[src/rtl/traffic_light_monitor.sv]
`default_nettype none
// ============================================================================
// Module   : traffic_light_monitor
// Purpose  : Passive checker on the lamp outputs of the traffic-light
//            controller. Registers the lamps, tracks the phase sequence
//            RED -> YEL_RG -> GRN -> YEL_GR -> RED, and reports one-hot,
//            sequence and dwell-time faults as pulses, sticky flags and a
//            saturating fault count.
// Build    : define TLM_DWELL_CHECK_EN to build the dwell counter and the
//            MIN/MAX dwell checks. Without it err_dwell is tied low and the
//            *_MIN/*_MAX/DW parameters have no effect.
// Ports    : clk, rst            - clock, synchronous active-high reset
//            red/yellow/green    - observed lamps
//            clr                 - clears err_sticky
//            phase[1:0]          - decoded phase (00 R, 01 R->G Y, 10 G, 11 G->R Y)
//            locked              - monitor synchronised to the sequence
//            err_onehot/seq/dwell- one-clock fault pulses
//            err_sticky[2:0]     - {dwell, seq, onehot} sticky flags
//            fault_cnt[7:0]      - cycles with any fault, saturating
//            cycle_cnt[7:0]      - completed legal full cycles, wrapping
// Revision : 1.0 - initial release
// ============================================================================
module traffic_light_monitor #(
    parameter int RED_MIN = 1,
    parameter int RED_MAX = 16,
    parameter int YEL_MIN = 1,
    parameter int YEL_MAX = 4,
    parameter int GRN_MIN = 1,
    parameter int GRN_MAX = 12,
    parameter int DW      = 8
) (
    input  logic       clk,
    input  logic       rst,
    input  logic       red,
    input  logic       yellow,
    input  logic       green,
    input  logic       clr,
    output logic [1:0] phase,
    output logic       locked,
    output logic       err_onehot,
    output logic       err_seq,
    output logic       err_dwell,
    output logic [2:0] err_sticky,
    output logic [7:0] fault_cnt,
    output logic [7:0] cycle_cnt
);

    typedef enum logic [2:0] {
        S_SYNC   = 3'd0,
        S_RED    = 3'd1,
        S_YEL_RG = 3'd2,
        S_GRN    = 3'd3,
        S_YEL_GR = 3'd4
    } state_t;

    // ------------------------------------------------------------------
    // Input stage
    // ------------------------------------------------------------------
    logic [2:0] r_lamp_q;
    logic [2:0] r_lamp_qq;
    logic       r_lamp_vld;   // low until r_lamp_q holds a real sample

    always_ff @(posedge clk) begin
        if (rst) begin
            r_lamp_q   <= 3'b000;
            r_lamp_qq  <= 3'b000;
            r_lamp_vld <= 1'b0;
        end else begin
            r_lamp_q   <= {red, yellow, green};
            r_lamp_qq  <= r_lamp_q;
            r_lamp_vld <= 1'b1;
        end
    end

    // ------------------------------------------------------------------
    // Phase FSM
    // ------------------------------------------------------------------
    state_t     r_state;
    state_t     w_state_nxt;
    state_t     w_adv_state;
    logic [2:0] w_exp_lamp;
    logic       w_onehot;
    logic       w_same;
    logic       w_enter;
    logic       w_adv;
    logic       w_stay;
    logic       w_err_onehot;
    logic       w_err_seq;
    logic       w_err_dwell;
    logic       w_cyc_inc;

    assign w_onehot = (r_lamp_q == 3'b100) || (r_lamp_q == 3'b010) ||
                      (r_lamp_q == 3'b001);
    // In a locked state r_lamp_qq is always the lamp of the current phase.
    assign w_same   = (r_lamp_q == r_lamp_qq);

    // Lamp that legally leaves each locked state, and where it leads.
    always_comb begin
        w_exp_lamp  = 3'b000;
        w_adv_state = S_SYNC;
        case (r_state)
            S_RED:    begin w_exp_lamp = 3'b010; w_adv_state = S_YEL_RG; end
            S_YEL_RG: begin w_exp_lamp = 3'b001; w_adv_state = S_GRN;    end
            S_GRN:    begin w_exp_lamp = 3'b010; w_adv_state = S_YEL_GR; end
            S_YEL_GR: begin w_exp_lamp = 3'b100; w_adv_state = S_RED;    end
            default:  begin w_exp_lamp = 3'b000; w_adv_state = S_SYNC;   end
        endcase
    end

    always_comb begin
        w_state_nxt  = r_state;
        w_enter      = 1'b0;
        w_adv        = 1'b0;
        w_stay       = 1'b0;
        w_err_onehot = 1'b0;
        w_err_seq    = 1'b0;
        if (r_lamp_vld) begin
            if (!w_onehot) begin
                // Non-one-hot always drops lock; never counts as a sequence error.
                w_err_onehot = 1'b1;
                w_state_nxt  = S_SYNC;
            end else if (r_state == S_SYNC) begin
                if (r_lamp_q == 3'b100) begin
                    w_enter     = 1'b1;
                    w_state_nxt = S_RED;
                end
            end else if (w_same) begin
                w_stay = 1'b1;
            end else if (r_lamp_q == w_exp_lamp) begin
                w_adv       = 1'b1;
                w_state_nxt = w_adv_state;
            end else begin
                w_err_seq   = 1'b1;
                w_state_nxt = S_SYNC;
            end
        end
    end

    assign w_cyc_inc = w_adv && (r_state == S_YEL_GR);

    // ------------------------------------------------------------------
    // Dwell checking
    // ------------------------------------------------------------------
`ifdef TLM_DWELL_CHECK_EN
    localparam logic [DW-1:0] c_RED_MIN = DW'(RED_MIN);
    localparam logic [DW-1:0] c_RED_MAX = DW'(RED_MAX);
    localparam logic [DW-1:0] c_YEL_MIN = DW'(YEL_MIN);
    localparam logic [DW-1:0] c_YEL_MAX = DW'(YEL_MAX);
    localparam logic [DW-1:0] c_GRN_MIN = DW'(GRN_MIN);
    localparam logic [DW-1:0] c_GRN_MAX = DW'(GRN_MAX);
    localparam logic [DW-1:0] c_DW_ONE  = DW'(1);

    logic [DW-1:0] r_dwell;
    logic [DW-1:0] w_dwell_nxt;
    logic [DW-1:0] w_min;
    logic [DW-1:0] w_max;

    always_comb begin
        w_min = '0;
        w_max = '1;
        case (r_state)
            S_RED:              begin w_min = c_RED_MIN; w_max = c_RED_MAX; end
            S_YEL_RG, S_YEL_GR: begin w_min = c_YEL_MIN; w_max = c_YEL_MAX; end
            S_GRN:              begin w_min = c_GRN_MIN; w_max = c_GRN_MAX; end
            default:            begin w_min = '0;        w_max = '1;        end
        endcase
    end

    always_comb begin
        w_dwell_nxt = '0;
        w_err_dwell = 1'b0;
        if (w_enter || w_adv) begin
            w_dwell_nxt = c_DW_ONE;
            if (w_adv && (r_dwell < w_min)) begin
                w_err_dwell = 1'b1;
            end
        end else if (w_stay) begin
            w_dwell_nxt = (r_dwell != '1) ? (r_dwell + c_DW_ONE) : r_dwell;
            // Fires only on the step to MAX+1, so once per over-long phase.
            if ((r_dwell == w_max) && (r_dwell != '1)) begin
                w_err_dwell = 1'b1;
            end
        end
    end

    always_ff @(posedge clk) begin
        if (rst) begin
            r_dwell <= '0;
        end else begin
            r_dwell <= w_dwell_nxt;
        end
    end
`else
    logic w_unused_cfg;

    assign w_err_dwell  = 1'b0;
    assign w_unused_cfg = ^{w_enter, w_stay,
                            ((RED_MIN + RED_MAX + YEL_MIN + YEL_MAX +
                              GRN_MIN + GRN_MAX + DW) != 0)};
`endif

    // ------------------------------------------------------------------
    // State, pulses, flags and counters
    // ------------------------------------------------------------------
    logic       r_err_onehot;
    logic       r_err_seq;
    logic       r_err_dwell;
    logic [2:0] r_sticky;
    logic [7:0] r_fault_cnt;
    logic [7:0] r_cycle_cnt;
    logic [2:0] w_pulses;

    assign w_pulses = {r_err_dwell, r_err_seq, r_err_onehot};

    always_ff @(posedge clk) begin
        if (rst) begin
            r_state      <= S_SYNC;
            r_err_onehot <= 1'b0;
            r_err_seq    <= 1'b0;
            r_err_dwell  <= 1'b0;
            r_sticky     <= 3'b000;
            r_fault_cnt  <= 8'd0;
            r_cycle_cnt  <= 8'd0;
        end else begin
            r_state      <= w_state_nxt;
            r_err_onehot <= w_err_onehot;
            r_err_seq    <= w_err_seq;
            r_err_dwell  <= w_err_dwell;
            // A pulse arriving together with clr keeps its bit set.
            r_sticky     <= (r_sticky & ~{3{clr}}) | w_pulses;
            if ((w_pulses != 3'b000) && (r_fault_cnt != 8'hFF)) begin
                r_fault_cnt <= r_fault_cnt + 8'd1;
            end
            if (w_cyc_inc) begin
                r_cycle_cnt <= r_cycle_cnt + 8'd1;
            end
        end
    end

    always_comb begin
        phase = 2'b00;
        case (r_state)
            S_RED:    phase = 2'b00;
            S_YEL_RG: phase = 2'b01;
            S_GRN:    phase = 2'b10;
            S_YEL_GR: phase = 2'b11;
            default:  phase = 2'b00;
        endcase
    end

    assign locked     = (r_state != S_SYNC);
    assign err_onehot = r_err_onehot;
    assign err_seq    = r_err_seq;
    assign err_dwell  = r_err_dwell;
    assign err_sticky = r_sticky;
    assign fault_cnt  = r_fault_cnt;
    assign cycle_cnt  = r_cycle_cnt;

endmodule
`default_nettype wire

[config.mk]
export PLATFORM = sky130hd
export DESIGN_NAME = traffic_light_monitor
export DESIGN_NICKNAME = d
export VERILOG_FILES = /design/src/rtl/traffic_light_monitor.sv
export SDC_FILE = /design/constraint.sdc
export NUM_CORES = 1
export LEC_CHECK = 0
export ABC_AREA = 1
export BUFFER_PORTS_ARGS = -buffer_cell sky130_fd_sc_hd__buf_2
export CAP_MARGIN = 20
export CORE_MARGIN = 1
export CORE_UTILIZATION = 53
export DETAILED_ROUTE_END_ITERATION = 7
export GPL_TIMING_DRIVEN = 1
export PLACE_DENSITY = 0.9
export SYNTH_ARGS = -nofsm -noshare
export SYNTH_HDL_FRONTEND = slang
export SYNTH_SLANG_ARGS = --single-unit
[constraint.sdc]
create_clock -name clk -period 2.2 [get_ports clk]
set_clock_uncertainty 0.15 [all_clocks]
set_input_delay 0.22 -clock clk [delete_from_list [all_inputs] [get_ports clk]]
set_output_delay 0.22 -clock clk [all_outputs]
set_load 0.02 [all_outputs]
# Yosys cells after proc, flatten, opt, wreduce, memory -nomap -nowiden
# Cells that the tools add are included.
[totals]
output_inout_bits = 25
in_bits = 6
wordCells = 55
ff_bits = 31
[classes]
add_sub_neg = 2
reduce_logical = 11
eq_ne = 12
muxes = 16
bitwise = 5
[op_table]
columns = ["cell", "count"]
rows = [
  ["adder 8 x 1 -> 8 bit (second input constant)", 2],
  ["2-to-1 mux 3 bit", 5],
  ["case mux 3 bit (4 select lines)", 1],
  ["== test 3 x 2 -> 1 bit (second input constant)", 3],
  ["case mux 3 bit (3 select lines)", 1],
  ["2-to-1 mux 1 bit", 8],
  ["inequality test 8 bit (second input constant)", 1],
  ["== test 3 x 1 -> 1 bit (second input constant)", 2],
  ["== test 3 bit", 2],
  ["== test 3 bit (second input constant)", 2],
  ["inequality test 3 x 2 -> 1 bit (second input constant)", 2],
  ["case mux 2 bit (3 select lines)", 1],
  ["nonzero test 3 bit", 2],
  ["OR reduction 5 bit", 1],
  ["OR reduction 2 bit", 2],
  ["AND 3 bit", 1],
  ["logical NOT 3 bit", 1],
  ["inverter 3 bit", 1],
  ["OR 3 x 2 -> 3 bit", 1],
  ["AND reduction 3 bit", 1],
  ["logical AND 1 bit", 2],
  ["logical OR 1 bit", 2],
  ["inverter 1 bit", 2],
]

# Longest topological paths before layout
# Gate-level depths: netlist of the first run.
[logic_depth]
ltp_word = 10
mapped_depth = 11
ltp_nobuf = 11

# Worst setup path after synthesis of the first run
# No wires, ideal clock.
[synth_path]
path_kind = "reg-to-reg"
startpoint = "reg r_fault_cnt[0], in the netlist fault_cnt[0]"
endpoint = "reg r_fault_cnt[0], in the netlist fault_cnt[0]"
path_stages_with_launch = 7
t_required_ns = 1.917
period_less_slack_ns = 1.703
path_slack_ns = 0.497
t_arrival_ns = 1.419
n_path_buf = 0
setup_ns = 0.133
path_cell_list = "dfxtp_1 -> ha_1 -> nand4_1 -> o22ai_2 -> inv_2 -> o21ai_0 -> a21oi_1"
[synth_via]
elab_chain_cells = 2
word_cells_on_any_way = 3
classes_between = "add/sub (1); eq/ne (1); reduce/logical (1)"
[synth_rtl]
columns = ["item", "line", "text"]
rows = [
  ["start, declared", "209", "logic [7:0] r_fault_cnt;"],
  ["start signal, assigned", "232", "r_fault_cnt <= r_fault_cnt + 8'd1;"],
  ["parallel branches: the longest is 2 deep, another holds adder 8 x 1 -> 8 bit", "n/a", ""],
]
# Several ways; the timed one is not identified.
# A chain may end at the register's enable or synchronous reset.

# Worst setup path in the final report of the first run
# Same ends and word-level chain as after synthesis.

==> parameters.txt, run 1 <==
Parameter                              Value

Drt
  Vias per Instance ... ~5
  Drt initial violations ... 18
  Routed wirelength normalized by instance count ... about 10 um
  Drt first pass iters ... 4
  Vias post-DR ... approximately 1,400
  Routed Wire Length ... approximately 2.9 mm
  DRC Markers ... 0
  Residual antenna-violating net count after detailed routing ... 0

Yosys
  Post-Synth XOR/XNOR Area ... under 10%
  Most used DFF post-synth ... sky130_fd_sc_hd__dfxtp_1
  Top cells by area, synth ... sky130_fd_sc_hd__dfxtp_1, sky130_fd_sc_hd__nand2_1, sky130_fd_sc_hd__nor2_1
  Share of synthesized cell area in full adder, half adder and majority cells ... roughly 1.7%
  Compound-cell area share of the yosys netlist ... 8.55%
  Post-synth design cell area ... approximately 1500 um^2
  Synthesized area per cell ... 7.00 um^2
  Proportion of synthesized chip area in sequential cells ... roughly two fifths
  Gate count after technology mapping ... between 200 and 250
  Multiplexer share of the synthesized area ... 0%
  Fraction of the mapped netlist area in simple logic gates ... 33.6%
  EDFF count, synth ... 0
  Post-Syn Nets ... between 200 and 250
  Synth Register Bits ... 31
  Dominant cell type by area after synthesis ... sky130_fd_sc_hd__dfxtp_1
  Proportion of netlist area held by the largest area contributor ... 42.0%
  Cell variety after synth ... 27
  Post-synth ARST share ... 0%
  Count of yosys warnings during synthesis ... 0
  Commonest cells post-synth ... sky130_fd_sc_hd__nand2_1, sky130_fd_sc_hd__dfxtp_1, sky130_fd_sc_hd__nor2_1
  Combinational family with the most area after synthesis ... simple AND/OR/NAND/NOR gates
  Most frequent cell after synthesis ... sky130_fd_sc_hd__nand2_1

Placed design
  RePlAce Congestion ... roughly 0.84
  Final HPWL DP ... ~2.1 mm
  Placed insts ... about 270
  Placed Area ... around 1600 um^2
  Placement-stage worst setup slack ... just under 500 ps
  Number of input and output port buffers inserted ... 29

Timing
  Achievable clock frequency ... a little under 600 MHz
  Unrepaired setup endpoints after global routing ... no
  Post-route fraction of the period consumed by the critical path ... 78.5%
  Final Hold Violating Endpoints ... 0
  Min setup slack post-route ... 474 ps
  Sum of negative setup slack ... 0 ps
  Min Tclk post-route ... 1730 ps
  Final setup violation count ... 0
  Max Transition Viols Final ... 0

Clock tree
  Clock tree from TritonCTS ... built
  Post-CTS Setup Bufs ... 0
  Number of buffers created by CTS ... 5
  Maximum level of the CTS H-tree ... 2
  Num Clock Sinks ... 31
  Post-CTS resize count ... 0
  Insertion delay to the later sink of the worst-skew pair ... roughly 330 ps
  CTS clock-pin slew for the worst setup and hold paths ... around 100 ps
  Max clock buf depth ... 2
  Clock root buffer ... sky130_fd_sc_hd__clkbuf_4
  CTS Hold Bufs ... 4

Cells and area
  Final standard cell utilization of the core ... 68.0%
  Total number of nets in the final design ... 255
  Post-layout instance count excluding filler cells ... between 200 and 300
  Share of final-layout standard cells stronger than drive strength 1 ... roughly 20%
  Ant diodes ... 0
  Final-layout fill cell count ... 227
  Area growth from synthesis to final layout ... 17.2%
  Final instance area ... 1730 um^2

Setup path
  Kind of critical path ... reg -> reg
  Max FO, Critical Path ... 10
  Type of origin of the critical path ... flip-flop
  Sort of element at the end of the critical path ... flip-flop
  Arrival time of data at the critical path endpoint ... ~1800 ps
  Data required time of the critical path ... 2280 ps

Die
  Die boundary width ... approximately 55 um
  Area of the placeable core ... ~2500 um^2
  I/O pin total ... 31
  Row count ... 18
  Initial cell density of the core ... approximately 58%
  Die Span Y ... between 50 and 60 um
  Die Footprint ... between 3000 and 4000 um^2

GRT
  Met1 Resource Use GR ... 25.0%
  Met3 usage ... 6.39%
  Wire length of the first global-routing pass ... 4.62 mm
  Congestion Overflow GR ... 0
  GR Layer Usage met2 ... a little under two fifths
  Overall fraction of global-route tracks in use ... between 20 and 25%
  Number of global-route vias before repair ... ~1,100
  Number of antenna violations at the first check in global routing ... 0
  Largest net degree at the start of global routing ... 22
  Global-route layer with the greatest usage ... met2

Pwr
  Maximum vdd drop ... 491 uV
  Leakage power of the design ... 0.827 nW
  Cell area power density ... about 600 nW/um^2

Flow run
  Max-cap viol count ... 0

Status
  Outcome ... finished clean

Worst hold path
  Hold Path Class ... in -> reg
power breakdown:
| group | total (mW) | internal (mW) | leakage [nW] | switching [mW] |
|---|---|---|---|---|
| Clock | 0.308 | 0.124 | 0.0293 | 0.184 |
| Combinational | 0.134 | 0.0464 | 0.545 | 0.0873 |
| Sequential | 0.593 | 0.576 | 0.252 | 0.0166 |
| Total | 1.03 | 0.747 | 0.827 | 0.288 |
placed cells by master (no fill, tap or decap), drive strengths merged:
cell	count
nor4	1
nand4	4
buf	29
nand3b	1
nand3	10
xnor2	7
o22ai	1
a21oi	14
o21ai	8
conb	1
inv	24
or2	1
dlygate4sd3	4
nor2	28
clkbuf	7
dfxtp	31
xor2	3
clkinv	2
ha	2
nand2	67
nor3	3
final cells by class:
class | instances | area [um^2] | area share, %
clock buffer | 7 | 45.0 | 2.60
timing repair buffer | 33 | 185 | 10.7
tap | 30 | 37.5 | 2.17
inverter | 25 | 98.8 | 5.71
clock inverter | 1 | 5.00 | 0.289
sequential | 31 | 621 | 35.8
multi-input combinational | 151 | 739 | 42.7
worst paths after layout:
kind	from	to	slack (ps)	cells after the start
max reg2reg	fault_cnt[0]$_SDFFE_PP0P_	fault_cnt[0]$_SDFFE_PP0P_	470	6
min	rst	cycle_cnt[0]$_SDFFE_PP0P_	140	2
max	fault_cnt[0]$_SDFFE_PP0P_	fault_cnt[0]$_SDFFE_PP0P_	470	6
min reg2reg	err_sticky[2]$_SDFF_PP0_	err_sticky[2]$_SDFF_PP0_	300	2
logic make-up after synthesis:
| family | Yosys count |
|---|---|
| xor+xnor | 10 |
| simple gates | 115 |
| buf+inv | 29 |
| flops | 31 |
| compound gates | 23 |
| other cells | 1 |
| fa+ha+maj | 2 |
critical path, stage by stage, from the launching register on:
cell                      delay, ps
sky130_fd_sc_hd__dfxtp_1        430
sky130_fd_sc_hd__ha_1           240
sky130_fd_sc_hd__nand4_1        170
sky130_fd_sc_hd__o22ai_2        270
sky130_fd_sc_hd__inv_2          140
sky130_fd_sc_hd__o21ai_0        170
sky130_fd_sc_hd__a21oi_1         50
stage by stage:
stage          hold slack, ps  power (mW)
2_1_floorplan             142       0.701
3_3_place_gp              240       0.730
3_5_place_dp              247       0.732
4_1_cts                   127        1.04
5_1_grt                   143        1.09
6_report                  139        1.03
state kept, by name, summed over array words and instances (netlist names):
name,flops
r_state,3
r_lamp_q,3
err_onehot,1
cycle_cnt,8
fault_cnt,8
err_sticky,3
err_seq,1
r_lamp_qq,3
r_lamp_vld,1
per-layer routing:
metal	wire, um	up-vias
met1	1310	601
met3	172	5
met5	0	-
met2	1380	39
met4	51	0
li1	-	737
Power figures use the tool's default switching activity.
==> run 2: changes to the inputs <==
- clock period: 2.2 -> 1.6 ns (I/O delays scaled with it)
==> run 2 against run 1 <==
  * Count of clock-buffer cells in the layout is the same
  * Largest power group unchanged
  * Register-to-register slack got worse by 460 ps
  * Combinational power up 88%
  * Critical path depth down 1
  * Critical endpoint is now phase[0]
  * Final cell count is 5.4% higher
==> parameters.txt, run 2 (synthesis gave the netlist of run 1 again) <==
Parameter                              Value

Cells and area
  Total number of nets in the final design ... 270 (+5.9%)
  Area growth from synthesis to final layout ... 33.4%
  Top library cells by usage in the layout, fill and taps aside ... sky130_fd_sc_hd__nand2_1, sky130_fd_sc_hd__buf_2, sky130_fd_sc_hd__dfxtp_1, sky130_fd_sc_hd__nor2_1, sky130_fd_sc_hd__inv_1
  Ant diodes ... 0 (unchanged)
  Share of final-layout standard cells stronger than drive strength 1 ... 36.1% (+16 points)
  Most common cell after layout, fill and taps aside ... sky130_fd_sc_hd__nand2_1

Clock tree
  Clock tree from TritonCTS ... built
  Maximum level of the CTS H-tree ... 2 (unchanged)
  Clock root buffer ... sky130_fd_sc_hd__clkbuf_4
  Num Clock Sinks ... 31 (unchanged)
  Insertion delay to the later sink of the worst-skew pair ... 340 ps (about the same)
  Number of buffers created by CTS ... 5 (unchanged)
  CTS clock-pin slew for the worst setup and hold paths ... 80 ps (-20 ps)
  Max clock buf depth ... 2 (unchanged)

Drt
  Routed Wire Length ... 3.54 mm (+22%)
  Routed wirelength normalized by instance count ... 12.1 um (+16%)
  Vias per Instance ... 5.05 (+1.5%)
  Drt first pass iters ... 4 (unchanged)
  DRC Markers ... 0 (unchanged)
  Drt initial violations ... 19 (+1)
  Vias post-DR ... 1,479 (+7.0%)
  Residual antenna-violating net count after detailed routing ... 0 (unchanged)

Pwr
  Leakage power of the design ... 0.935 nW (+13%)
  Fraction of power consumed by sequential logic ... 54.2% (-3.1 points)
  Switch share ... 29.4% (+1.5 points)
  Cell area power density ... 765 nW/um^2 (+28%)
  Share of power burned in combinational logic ... 16.7% (+3.8 points)
  Net switching power of the design ... 0.442 mW (+54%)
  Internal power contribution ... 1.07 mW (+43%)
  Maximum vdd drop ... 871 uV (+77%)
  Clock share of power ... 29.1% (-0.7 points)

Die
  Die Footprint ... 3000 um^2 (unchanged)
  Die boundary width ... 54.8 um (unchanged)
  Row count ... 18 (unchanged)
  Die Span Y ... 54.8 um (unchanged)
  Initial cell density of the core ... 58.1% (unchanged)
  I/O pin total ... 31 (unchanged)
  Area of the placeable core ... 2540 um^2 (unchanged)

Setup path
  Most used cell, CP ... sky130_fd_sc_hd__buf_4
  Arrival time of data at the critical path endpoint ... 1270 ps (-540 ps)
  Max FO, Critical Path ... 5 (-5)
  Sort of element at the end of the critical path ... output pin
  Kind of critical path ... reg -> out
  Critical-path top delay cell ... sky130_fd_sc_hd__dfxtp_4
  Critical-path cell list ... inv_4, nand3_2, buf_4, nand2_1, buf_4
  Data required time of the critical path ... 1290 ps (-990 ps)
  Type of origin of the critical path ... flip-flop
  Delay of the slowest cell on the worst path ... 380 ps (-50 ps)

Timing
  Achievable clock frequency ... about 630 MHz
  Max Transition Viols Final ... 0 (unchanged)
  Min Tclk post-route ... between 1500 and 2000 ps
  Unrepaired setup endpoints after global routing ... yes
  Final Hold Violating Endpoints ... 0 (unchanged)
  Final setup violation count ... 0 (unchanged)
  Sum of negative setup slack ... 0 ps (unchanged)
  Min setup slack post-route ... 17.4 ps (-457 ps)
  Hold slack final ... 313 ps (+174 ps)
  Post-route fraction of the period consumed by the critical path ... 98.9%

GRT
  Number of antenna violations at the first check in global routing ... 0 (unchanged)
  Wire length of the first global-routing pass ... 4.82 mm (+4.3%)
  Largest net degree at the start of global routing ... 15 (-32%)
  Congestion Overflow GR ... 0 (unchanged)
  Overall fraction of global-route tracks in use ... 22.9% (+0.60 points)
  Number of global-route vias before repair ... 1,197 (+4.8%)

Placed design
  Number of input and output port buffers inserted ... 29 (unchanged)
  RePlAce Congestion ... 0.806 (-4.1%)
  Placement-stage worst setup slack ... 9.91 ps (-485 ps)
  Final HPWL DP ... 2.21 mm (+3.8%)

Flow run
  Max-cap viol count ... 0 (unchanged)

Status
  Outcome ... finished clean

Worst hold path
  Hold Path Class ... reg -> reg
[run 2: changes by cell type in the layout (fill, tap and decap cells not counted), moves of 4 or more]
cell,previous run,this run
sky130_fd_sc_hd__buf_4,0,14
sky130_fd_sc_hd__dfxtp_1,31,22
sky130_fd_sc_hd__nand2_1,66,57
sky130_fd_sc_hd__nand2_2,0,8
sky130_fd_sc_hd__dfxtp_2,0,5
sky130_fd_sc_hd__nor2_4,1,6
sky130_fd_sc_hd__a21oi_1,13,9
sky130_fd_sc_hd__a21oi_2,1,5
sky130_fd_sc_hd__dfxtp_4,0,4
sky130_fd_sc_hd__nor2_1,23,19
[run 2: repair_timing]
| item | in CTS | in global routing |
|---|---|---|
| buffers inserted | 0 | 4 |
| hold buffers | 5 | 0 |
| gates cloned | 0 | 1 |
| endpoints found under the hold margin | 11 | 0 |
| resized for setup | 1 | 42 |
| setup endpoints to repair | 1 | 15 |
| pin swaps | 0 | 12 |
[run 2: final timing paths]
kind                                               start                         to  slack [ps]  cells past startpoint
worst min-delay path            err_sticky[1]$_SDFF_PP0_   err_sticky[1]$_SDFF_PP0_         310                      2
worst max-delay path             r_state[0]$_SDFFE_PP0P_                   phase[0]          20                      5
worst min register to register  err_sticky[1]$_SDFF_PP0_   err_sticky[1]$_SDFF_PP0_         310                      2
worst max register to register   r_state[0]$_SDFFE_PP0P_  cycle_cnt[5]$_SDFFE_PP0P_          20                      9
[run 2: metrics by stage]
stage          instances  utilization (%)  power [mW]  cell area [um^2]
5_1_grt              293             77.4        1.57              1970
2_1_floorplan        211                -       0.965              1480
3_3_place_gp         275             67.3        1.02              1710
3_5_place_dp         275             67.3        1.03              1710
6_report             293             77.4        1.51              1970
4_1_cts              288             71.2        1.47              1810
[run 2: metal layers]
metal	vias to the layer above	share of wire [%]	wire length (um)	GRT usage (%)
met2	48	50	1780	36.7
li1	765	-	-	-
met4	0	2.2	78	12.4
met3	6	5.8	204	7.50
met1	660	42	1480	26.7
met5	-	0	0	0
[run 2: power by group through the flow]
stage	clock, mW	combinational [mW]	sequential (mW)
finish	0.438	0.252	0.817
global route	0.476	0.277	0.820
CTS	0.448	0.206	0.813
detailed placement	0	0.196	0.830
global placement	0	0.193	0.830
floorplan	0	0.126	0.839
[run 2: worst max-delay path: cells and delay by family, from the launching register on]
family	cells	cell delay (ps)
buf+inv	3	370
simple gates	2	190
flops	1	380
[run 2: cell type report]
class	instances	area [um^2]
multi-input combinational	152	842
sequential	31	642
clock inverter	1	5.00
timing repair buffer	47	295
clock buffer	7	45.0
fill	195	574
tap	30	37.5
inverter	25	104
